===== src/rtl/fc_act_loader.sv =====
// Activation frame loader: collects IN beats from a valid/ready stream into a
// static array and holds it for the combinational FC layer until acknowledged.
module fc_act_loader #(
    parameter int WIDTH = 8,
    parameter int IN    = 128
) (
    input  logic             clk,
    input  logic             rst_n,
    input  logic             s_valid,
    output logic             s_ready,
    input  logic [WIDTH-1:0] s_data,
    input  logic             s_last,
    output logic [WIDTH-1:0] x [0:IN-1],
    output logic             x_valid,
    input  logic             x_ready,
    output logic             err_short,
    output logic             err_long,
    output logic [15:0]      frame_cnt
);
    localparam int IDX_W = (IN > 1) ? $clog2(IN) : 1;
    localparam logic [IDX_W-1:0] LAST_IDX = IDX_W'(IN - 1);

    localparam logic [1:0] ST_FILL  = 2'd0;
    localparam logic [1:0] ST_DRAIN = 2'd1;
    localparam logic [1:0] ST_HOLD  = 2'd2;

    logic [1:0]       state_q, state_d;
    logic [IDX_W-1:0] idx_q, idx_d;
    logic             s_ready_q, x_valid_q;
    logic             err_short_q, err_short_d;
    logic             err_long_q, err_long_d;
    logic [15:0]      frame_cnt_q;
    logic [WIDTH-1:0] x_q [0:IN-1];

    logic beat, rel, is_last_idx, fill_wr;

    // Handshakes use the registered ready/valid so no input reaches an output.
    assign beat        = s_valid && s_ready_q;
    assign rel         = x_valid_q && x_ready;
    assign is_last_idx = (idx_q == LAST_IDX);
    assign fill_wr     = beat && (state_q == ST_FILL);

    always_comb begin
        state_d     = state_q;
        idx_d       = idx_q;
        err_short_d = 1'b0;
        err_long_d  = 1'b0;
        case (state_q)
            ST_FILL: begin
                if (beat) begin
                    idx_d = idx_q + IDX_W'(1);
                    if (s_last) begin
                        state_d     = ST_HOLD;
                        err_short_d = !is_last_idx;
                    end else if (is_last_idx) begin
                        state_d    = ST_DRAIN;
                        err_long_d = 1'b1;
                    end
                end
            end
            ST_DRAIN: begin
                if (beat && s_last) state_d = ST_HOLD;
            end
            ST_HOLD: begin
                if (rel) begin
                    state_d = ST_FILL;
                    idx_d   = '0;
                end
            end
            default: begin
                state_d = ST_FILL;
                idx_d   = '0;
            end
        endcase
    end

    always_ff @(posedge clk or negedge rst_n) begin
        if (!rst_n) begin
            state_q     <= ST_FILL;
            idx_q       <= '0;
            s_ready_q   <= 1'b0;
            x_valid_q   <= 1'b0;
            err_short_q <= 1'b0;
            err_long_q  <= 1'b0;
            frame_cnt_q <= '0;
        end else begin
            state_q     <= state_d;
            idx_q       <= idx_d;
            s_ready_q   <= (state_d != ST_HOLD);
            x_valid_q   <= (state_d == ST_HOLD);
            err_short_q <= err_short_d;
            err_long_q  <= err_long_d;
            if (rel) frame_cnt_q <= frame_cnt_q + 16'd1;
        end
    end

    // Short frames rely on the clear-on-release to leave the tail at zero.
    always_ff @(posedge clk or negedge rst_n) begin
        if (!rst_n) begin
            for (int i = 0; i < IN; i++) x_q[i] <= '0;
        end else if (rel) begin
            for (int i = 0; i < IN; i++) x_q[i] <= '0;
        end else if (fill_wr) begin
            x_q[idx_q] <= s_data;
        end
    end

    assign x         = x_q;
    assign s_ready   = s_ready_q;
    assign x_valid   = x_valid_q;
    assign err_short = err_short_q;
    assign err_long  = err_long_q;
    assign frame_cnt = frame_cnt_q;
endmodule


===== config.mk =====
export PLATFORM = sky130hd
export DESIGN_NAME = fc_act_loader
export DESIGN_NICKNAME = d
export VERILOG_FILES = /design/src/rtl/fc_act_loader.sv
export SDC_FILE = /design/constraint.sdc
export NUM_CORES = 1
export LEC_CHECK = 0
export BUFFER_PORTS_ARGS = -buffer_cell sky130_fd_sc_hd__buf_2
export CORE_AREA = 2 2 413 415
export DETAILED_ROUTE_END_ITERATION = 8
export DIE_AREA = 0 0 415 417
export PLACE_DENSITY = 0.41
export SLEW_MARGIN = 20
export SYNTH_ARGS = -nofsm -noshare
export SYNTH_HDL_FRONTEND = slang
export SYNTH_SLANG_ARGS = --single-unit

===== constraint.sdc =====
create_clock -name clk -period 2.8 [get_ports clk]
set_clock_uncertainty 0.15 [all_clocks]
set_input_delay 0.56 -clock clk [delete_from_list [all_inputs] [get_ports clk]]
set_output_delay 0.56 -clock clk [all_outputs]
set_load 0.05 [all_outputs]

After elaboration in Yosys (flattened, before gate mapping)

Cells that the tools add are included.

$lt $le $gt $ge: 2
Mux-type cells: 21
Add/subtract/negate cells: 2
Equality and inequality tests: 7
Reduce and logical (&&, ||, !) cells: 9
Bitwise gates (word level): 2

Operator list:

| cell                                                                 | count |
|---|---|
| 1024-bit 2-to-1 mux                                                  | 2 |
| 1024-bit bitwise mux                                                 | 1 |
| 8-bit demux with 7-bit select                                        | 1 |
| 7-bit one-hot mux with 3 select lines                                | 1 |
| 16-bit by 1-bit adder with 16-bit output, second input constant      | 1 |
| 7-bit 2-to-1 mux                                                     | 2 |
| 2-bit 2-to-1 mux                                                     | 5 |
| 8-bit >= comparator, second input constant                           | 1 |
| 8-bit by 1-bit < comparator with 1-bit output, second input constant | 1 |
| 8-bit 2-to-1 mux                                                     | 1 |
| 7-bit NOT with 8-bit output                                          | 1 |
| 7-bit by 1-bit adder with 7-bit output, second input constant        | 1 |
| 7-bit == test, second input constant                                 | 1 |
| 1-bit 2-to-1 mux                                                     | 7 |
| 2-bit inequality test, second input constant                         | 3 |
| 2-bit one-hot mux with 3 select lines                                | 1 |
| 1-bit logical AND                                                    | 5 |
| 2-bit == test, second input constant                                 | 2 |
| 3-bit AND reduction                                                  | 1 |
| 2-bit by 1-bit == test with 1-bit output, second input constant      | 1 |
| 2-bit logical NOT                                                    | 1 |
| 2-bit nonzero test                                                   | 1 |
| 1-bit logical NOT                                                    | 1 |
| 1-bit NOT                                                            | 1 |

Register bits after elaboration: 1,053
Output and inout port bits: 1,044
Word-level logic and storage cells: 178
Input bits: 13

Longest topological paths before layout

Gate-level depths: netlist of the first run.

Word-level depth: 8
Mapped depth: 8
Gate-level depth less buffers: 4

Worst setup path after synthesis of the first run

No wires, ideal clock.

Path type: register to register
Start point: register s_ready_q (netlist: s_ready)
End point: register x_q, in the netlist x[357]
Buffers on the path: 3
Arrival time: 1.908 ns
Library setup time: 0.136 ns
Stages on the path, launching flop included: 7
Required time: 2.514 ns
Slack: 0.606 ns
Clock period less this slack: 2.194 ns
Cells stage by stage: dfrtp_1 nand4bb_1 clkbuf_1 buf_2 nor3_2 clkbuf_1 o21ai_0

Word-level cells in the longest chain between the ends: 3

Ends and longest elaborated chain:

| what                                | line | text |
|---|---|---|
| from (decl)                         | 29   | `logic s_ready_q, x_valid_q;` |
| from (signal assigned)              | 89   | `s_ready_q <= (state_d != ST_HOLD);` |
| 1-bit logical AND                   | 38   | `assign beat = s_valid && s_ready_q;` |
| 1-bit logical AND                   | 41   | `assign fill_wr = beat && (state_q == ST_FILL);` |
| 2-bit nonzero test (no source line) | -    |  |
| to (signal, indexed assignment)     | 104  | `x_q[idx_q] <= s_data;` |
| to (decl)                           | 33   | `logic [WIDTH-1:0] x_q [0:IN-1];` |

No other way between the ends.
A chain may end at the register's enable or synchronous reset.

Final worst setup path of the first run

Start point: register idx_q[4]
End point: register x_q, in the netlist x[448]

Word-level cells in the longest chain between the ends: 8
Elaborated cells on any way between the ends: 9
Those cells by class: order compare (2); mux (5); bitwise (1); reduce/logical (1)

Ends and longest elaborated chain:

| what                                                                                                              | line | text |
|---|---|---|
| from (decl)                                                                                                       | 28   | `logic [IDX_W-1:0] idx_q, idx_d;` |
| from (signal assigned)                                                                                            | 88   | `idx_q <= idx_d;` |
| 7-bit NOT with 8-bit output (implied by the code) *                                                               | 104  |  |
| 8-bit >= comparator (implied by the code) / 8-bit by 1-bit < comparator with 1-bit output (equally long branches) | 104  |  |
| 1-bit logical AND (implied by the code)                                                                           | 104  |  |
| 8-bit 2-to-1 mux (implied by the code)                                                                            | 104  |  |
| 8-bit demux with 7-bit select *                                                                                   | 104  |  |
| 1024-bit bitwise mux *                                                                                            | 104  |  |
| 1024-bit 2-to-1 mux *                                                                                             | 103  | `end else if (fill_wr) begin` |
| 1024-bit 2-to-1 mux *                                                                                             | 101  | `end else if (rel) begin` |

Mark *: on every way between the ends. The rest lies on a longest branch, timed or not. The select of a mux whose other input is x is not followed.

==> flow_summary.yaml, run 1 <==
outcome:
  outcome: "finished, final reports clean"
timing:
  fin_tns_setup_ns: 0
  setup_viol: 0
  rsz0062_at_grt: "no"
  setup_ws_ns: 0.268
  finalHoldViolations: 0
  clock.fmax_ghz: 0.395
  slew_viol_final: 0
  worst_pin_slew_ns: 0.798
  slew_headroom_pct: 46.5
  period_minus_slack_ns: 2.53
  fin_crit_sh_pct: 90.4
cells_and_area:
  synthToLayoutAreaGrowth_pct: 32.5
  fin_util_pct: 32.4
  n_fill_cell: 17500
  final_design_area_no_fill_sq_um: 54500
  drive_above_1_share_pct: 30.0
  stdcell_count: 7487
  layout.nets: 5182
setup_path:
  rr_startpoint: "idx_q[4]"
  slowest_stage: "nand4_1"
  cp-end-kind: "register"
  crit_path_start_kind: "register"
  worstPathRequired_ns: 3.22
  arrival_ns: 2.96
  rrSetupSlack_ns: 0.27
  cp-startpoint: "idx_q[4]"
  crit_type: "reg2reg"
  cp_max_fo: 19
  max_stage_delay_ns: 0.55
  crit_chain: "buf_12, nor4b_2, nand4_1, nand3_1, o21ai_0"
  r2r_end: "x[448]"
  path_buf_inv: 1
  critPathCapture: "x[448]"
  rr_worst_depth: 5
  cp_num_cells: 5
  cp_top_family: "simple AND/OR/NAND/NOR gates"
placed_design:
  post-place-ws_ns: 0.166
  gp_congestion: 0.808
  place_hpwl_um: 125000
  postPlaceCellArea_sq_um: 50400
  dp_cells: 7262
  port_buffers: 1056
routing:
  via_count: 34700
  drc: 0
  antenna_left: 0
  drt_iter0_drc: 2438
  via_per_inst: 4.63
  routed_wl_um: 181000
  first_pass_iters: 5
  wire_per_inst_um: 24.2
clock_network:
  cts_resized: 0
  clk_pin_slew_ns: 0.06
  clockBufferDepth: 3
  clk_latency_ns: 0.74
  cts.sinks: 1053
  clock-root-buffer: "clkbuf_16"
  cts_setup_buffers: 0
  cts_tree: "done"
  cts_made_buffers: 119
  h-tree-depth: 3
synth:
  syn-num-nets: 4157
  synth_seq_cells: 1053
  synth_edf_count: 0
  yosysTopAreaCell: "dfrtp_1"
  ys_seq_area_share_pct: 64.0
  yosys_warnings: 0
  syn_area_sq_um: 41200
  synth_ff_type: "dfrtp_1"
  synthArstFlopShare_pct: 100
  synthCells: 4142
  yosysTopAreaCellShare_pct: 64.0
  synthTopCellsByArea: "dfrtp_1, o21ai_0, nand3_1, nand2_1, clkbuf_1"
  ys_types: 42
  avgSynthCellArea_sq_um: 9.94
global_routing:
  grt_pass1_wl_um: 260000
  grt_max_degree: 86
  grt_pass1_vias: 33600
  track_usage_pct: 20.3
  antenna_found_initial: 7
  overflow: 0
floorplan:
  die_h_um: 417
  rows: 151
  die_w_um: 415
  io_pins: 1057
  initial_core_util_pct: 24.4
  core_sq_um: 169000
  dieArea_sq_um: 173000
power_and_ir_drop:
  ir_drop_mv: 0.509
  p_leak_nw: 27.0
  power_density_nw_per_um2: 705
run:
  maxCapViolCount: 0
worst_hold_path:
  hold_path.class: "in2reg"
kinds of logic (layout without fill, tap and decap cells):
group	after synthesis	after routing	synth area share, %
xor+xnor	18	18	0.383
simple gates	1643	1643	19.0
other cells	0	3	0
mux	1	1	0.0243
flops	1053	1053	64.0
fa+ha+maj	2	2	0.0608
buf+inv	391	1515	3.90
compound gates	1034	1034	12.6
stage by stage:
step                      hold slack [ns]  total power, mW
after floorplan                     0.114             18.9
after global placement              0.311             22.4
after detailed placement            0.314             22.4
after CTS                          0.0163             39.1
after global routing               0.0846             39.9
final                              0.0923             38.5
cell usage in the layout, fill, tap and decap left out, types with 3 or more instances in the layout:
| master | count |
|---|---|
| a31oi_1 | 3 |
| and2_2 | 8 |
| and3_1 | 3 |
| and4_1 | 5 |
| and4b_1 | 4 |
| and4bb_2 | 6 |
| buf_12 | 65 |
| buf_2 | 1055 |
| buf_4 | 171 |
| bufinv_16 | 9 |
| clkbuf_1 | 25 |
| clkbuf_16 | 119 |
| clkbuf_8 | 34 |
| clkinv_16 | 6 |
| clkinv_2 | 23 |
| dfrtp_1 | 1048 |
| dfrtp_2 | 5 |
| diode_2 | 3 |
| nand2_1 | 780 |
| nand2_4 | 9 |
| nand3_1 | 708 |
| nand3b_1 | 3 |
| nand4_1 | 24 |
| nand4b_1 | 4 |
| nand4bb_1 | 6 |
| nor2_1 | 10 |
| nor3_1 | 3 |
| nor3_2 | 38 |
| nor3_4 | 11 |
| nor3b_4 | 3 |
| nor4b_2 | 4 |
| o21ai_0 | 978 |
| o21ai_1 | 49 |
| or4b_4 | 4 |
| xnor2_1 | 11 |
| xor2_1 | 7 |
state kept, by name, summed over array words and instances (netlist names):
name,flops
s_ready,1
x,1024
idx_q,7
frame_cnt,16
state_q,2
err_short,1
x_valid,1
err_long,1
worst min path at each step:
stage	start	to	slack [ns]	cells after the start
final	s_valid	idx_q[1]	0.09	4
after global placement	frame_cnt[15]	frame_cnt[15]	0.31	1
after global routing	s_valid	state_q[0]	0.08	3
after floorplan	rst_n	err_long	0.11	0
after detailed placement	frame_cnt[15]	frame_cnt[15]	0.31	1
after CTS	s_valid	idx_q[1]	0.02	4
layout make-up:
| class | count | area, sq um | area share (%) |
|---|---|---|---|
| well taps | 2218 | 2780 | 5.09 |
| inverters | 1 | 3.75 | 0.00688 |
| diodes | 3 | 7.51 | 0.0138 |
| multi-input cells | 2698 | 13400 | 24.5 |
| repair buffers | 1294 | 7900 | 14.5 |
| clock inverters | 42 | 602 | 1.10 |
| clock buffers | 178 | 3540 | 6.49 |
| flip-flops and latches | 1053 | 26400 | 48.3 |
synthesized netlist by cell type, types with 2 or more instances:
cell type,n
a31oi_1,3
and2_1,10
and3_1,3
and4_1,5
and4b_1,4
and4bb_2,6
buf_1,49
buf_2,62
buf_4,12
buf_6,2
clkbuf_1,264
dfrtp_1,1053
ha_1,2
nand2_1,789
nand2b_1,2
nand3_1,708
nand3b_1,3
nand4_1,24
nand4b_1,4
nand4bb_1,7
nor2_1,10
nor3_1,7
nor3_2,35
nor3_4,10
nor3b_2,3
nor4b_2,4
o21a_1,2
o21ai_0,978
o21ai_1,49
or4b_4,4
xnor2_1,11
xor2_1,7
tightest hold or removal path: stages:
cell and delay, ns:
buf_2 0.13, nand2_1 0.11, o21ai_0 0.08, o21ai_0 0.06
what timing repair did:
item,CTS,global route
endpoints found under the hold margin,17,0
hold buffers,2,0
endpoints found under the setup margin,0,0
metal layers:
layer	global-route usage [%]	routed length, um	vias to the layer above
li1	-	-	16300
met1	25.1	74200	17300
met2	34.9	90800	919
met3	5.14	10600	226
met4	5.93	5550	0
met5	0	0	-
power breakdown:
group	leakage, nW	switching, mW	total (mW)	internal (mW)
sequential	14.7	0.264	15.7	15.4
combinational	10.3	5.01	6.27	1.26
clock	2.04	6.91	16.5	9.59
total	27.0	12.2	38.5	26.3
Power figures use the tool's default switching activity.
==> inputs of run 2 (changes only) <==
- PLACE_DENSITY: 0.41 -> 0.44
==> run 2 against run 1 <==
  * Utilization about the same
  * Die area unchanged
  * Largest power group unchanged
  * First-iteration DRC count increased by 18%
  * Clock power about the same
  * Worst hold slack improved by 0.047 ns
  * Register-to-register slack got worse by 0.05 ns
  * Power increased by 0.37%
  * Maximum frequency decreased by 1.8%
  * Sequential power about the same
  * Setup slack got worse by 0.047 ns
  * Critical path depth unchanged
  * Clock-buffer cell count decreased by 16
==> flow_summary.yaml, run 2 (synthesis results as in run 1) <==
setup_path:
  rr_worst_depth: 5
  path_buf_inv: 1
  rr_startpoint: "state_q[0]"
  cp_max_fo: 30
  arrival_ns: 3.03
  rrSetupSlack_ns: 0.22
  crit_path_start_kind: "register"
  r2r_end: "x[795]"
  cp-end-kind: "register"
  cp_top_family: "simple AND/OR/NAND/NOR gates"
  crit_chain: "and4bb_4, buf_4, nand3_1, nand3_1, o21ai_0"
  max_stage_delay_ns: 0.76
  crit_type: "reg2reg"
  slowest_stage: "and4bb_4"
  timing.critical_path.mode_cell: "nand3_1"
  worstPathRequired_ns: 3.25
floorplan:
  die_w_um: 415
  rows: 151
  die_h_um: 417
  io_pins: 1057
  initial_core_util_pct: 24.4
  core_sq_um: 169000
  dieArea_sq_um: 173000
timing:
  slew_viol_final: 0
  worst_pin_slew_ns: 1.05
  finalHoldViolations: 0
  slew_headroom_pct: 30.1
  clock.fmax_ghz: 0.388
  setup_viol: 0
  rsz0062_at_grt: "yes"
  fin_crit_sh_pct: 92.1
  period_minus_slack_ns: 2.58
  fin_hold_ws_ns: 0.140
run:
  maxCapViolCount: 0
clock_network:
  cts_setup_buffers: 0
  clk_pin_slew_ns: 0.06
  cts_made_buffers: 119
  clock-root-buffer: "clkbuf_16"
  cts.sinks: 1053
  clk_latency_ns: 0.76
  h-tree-depth: 3
  clockBufferDepth: 3
  cts_tree: "done"
cells_and_area:
  layout.nets: 5199
  n_fill_cell: 17600
  final_design_area_no_fill_sq_um: 54600
  final_cell_mix: "buf_2, dfrtp_1, o21ai_0"
  largest_reg_flops: 1024
  multi_input_area_sq_um: 13400
  register_area_sq_um: 26400
  layout_commonest_cell: "buf_2"
  stdcell_count: 7504
  synthToLayoutAreaGrowth_pct: 32.5
  drive_above_1_share_pct: 30.3
placed_design:
  place_hpwl_um: 123000
  port_buffers: 1056
  postPlaceCellArea_sq_um: 50400
  gp_congestion: 0.823
  dp_cells: 7278
routing:
  via_count: 34700
  drt_iter0_drc: 2881
  drc: 0
  antenna_left: 0
  wire_per_inst_um: 23.6
  routed_wl_um: 177000
  first_pass_iters: 5
  via_per_inst: 4.63
worst_hold_path:
  hold_path_end: "x[73]"
  whs_path_depth: 4
  hold_path.class: "in2reg"
  hold_start: "s_data[1]"
global_routing:
  grt_max_degree: 181
  overflow: 0
  grt_pass1_vias: 33300
  track_usage_pct: 19.8
  grt_pass1_wl_um: 252000
  antenna_found_initial: 7
outcome:
  outcome: "finished, final reports clean"
power_and_ir_drop:
  p_leak_nw: 27.1
  ir_drop_mv: 0.564
  total_power_mw: 38.6
  power_density_nw_per_um2: 707
==> run 2: repair_timing <==
| item | 4_1_cts | 5_1_grt |
|---|---|---|
| endpoints found under the setup margin | 0 | 5 |
| endpoints found under the hold margin | 15 | 0 |
| hold buffers | 3 | 0 |
| resized for setup | 0 | 1 |
==> run 2: tightest hold or removal path: cells and delay by family <==
| family | cells | cell delay [ns] |
|---|---|---|
| simple gates | 2 | 0.26 |
| compound gates | 1 | 0.07 |
| buf+inv | 1 | 0.11 |
==> run 2: how the worst max path moves through the flow <==
stage / depth (start not counted) / end / startpoint
floorplan: 6 / x[357] / s_ready
global placement: 6 / x[455] / s_valid
detailed placement: 6 / x[450] / s_valid
CTS: 5 / x[820] / state_q[0]
global route: 4 / x[452] / state_q[0]
finish: 5 / x[795] / state_q[0]
==> run 2: layout make-up <==
cell class / instances / area share [%]
Timing Repair Buffer: 1311 / 14.5
Clock inverter: 59 / 1.43
Tap cell: 2218 / 5.09
Antenna cell: 2 / 0.00917
Clock buffer: 162 / 6.14
Sequential cell: 1053 / 48.3
Multi-Input combinational cell: 2698 / 24.5
Inverter: 1 / 0.00688
==> run 2: power breakdown <==
group	total [mW]	leakage [nW]	switching (mW)	internal, mW
Clock	16.6	2.03	6.87	9.69
Sequential	15.6	14.7	0.187	15.4
Combinational	6.43	10.4	5.12	1.31
==> run 2: per-stage QoR <==
step / TNS, ns / util, % / setup WS (ns)
after global routing: -0.00297 / 32.4 / -0.00297
after floorplan: 0 / - / 0.606
final: 0 / 32.4 / 0.221
after detailed placement: 0 / 29.9 / 0.0395
after global placement: 0 / 29.9 / 0.0209
after CTS: 0 / 32.4 / 0.147
==> run 2: layer usage <==
metal  up-vias  share of wire (%)  GRT usage, %  routed length [um]
met5         -                  0             0                   0
met4         0                3.8          7.97                6710
met3       254                6.3          5.09               11100
met2      1025                 49          32.7               86100
met1     17100                 41          24.5               73000
li1      16300                  -             -                   -
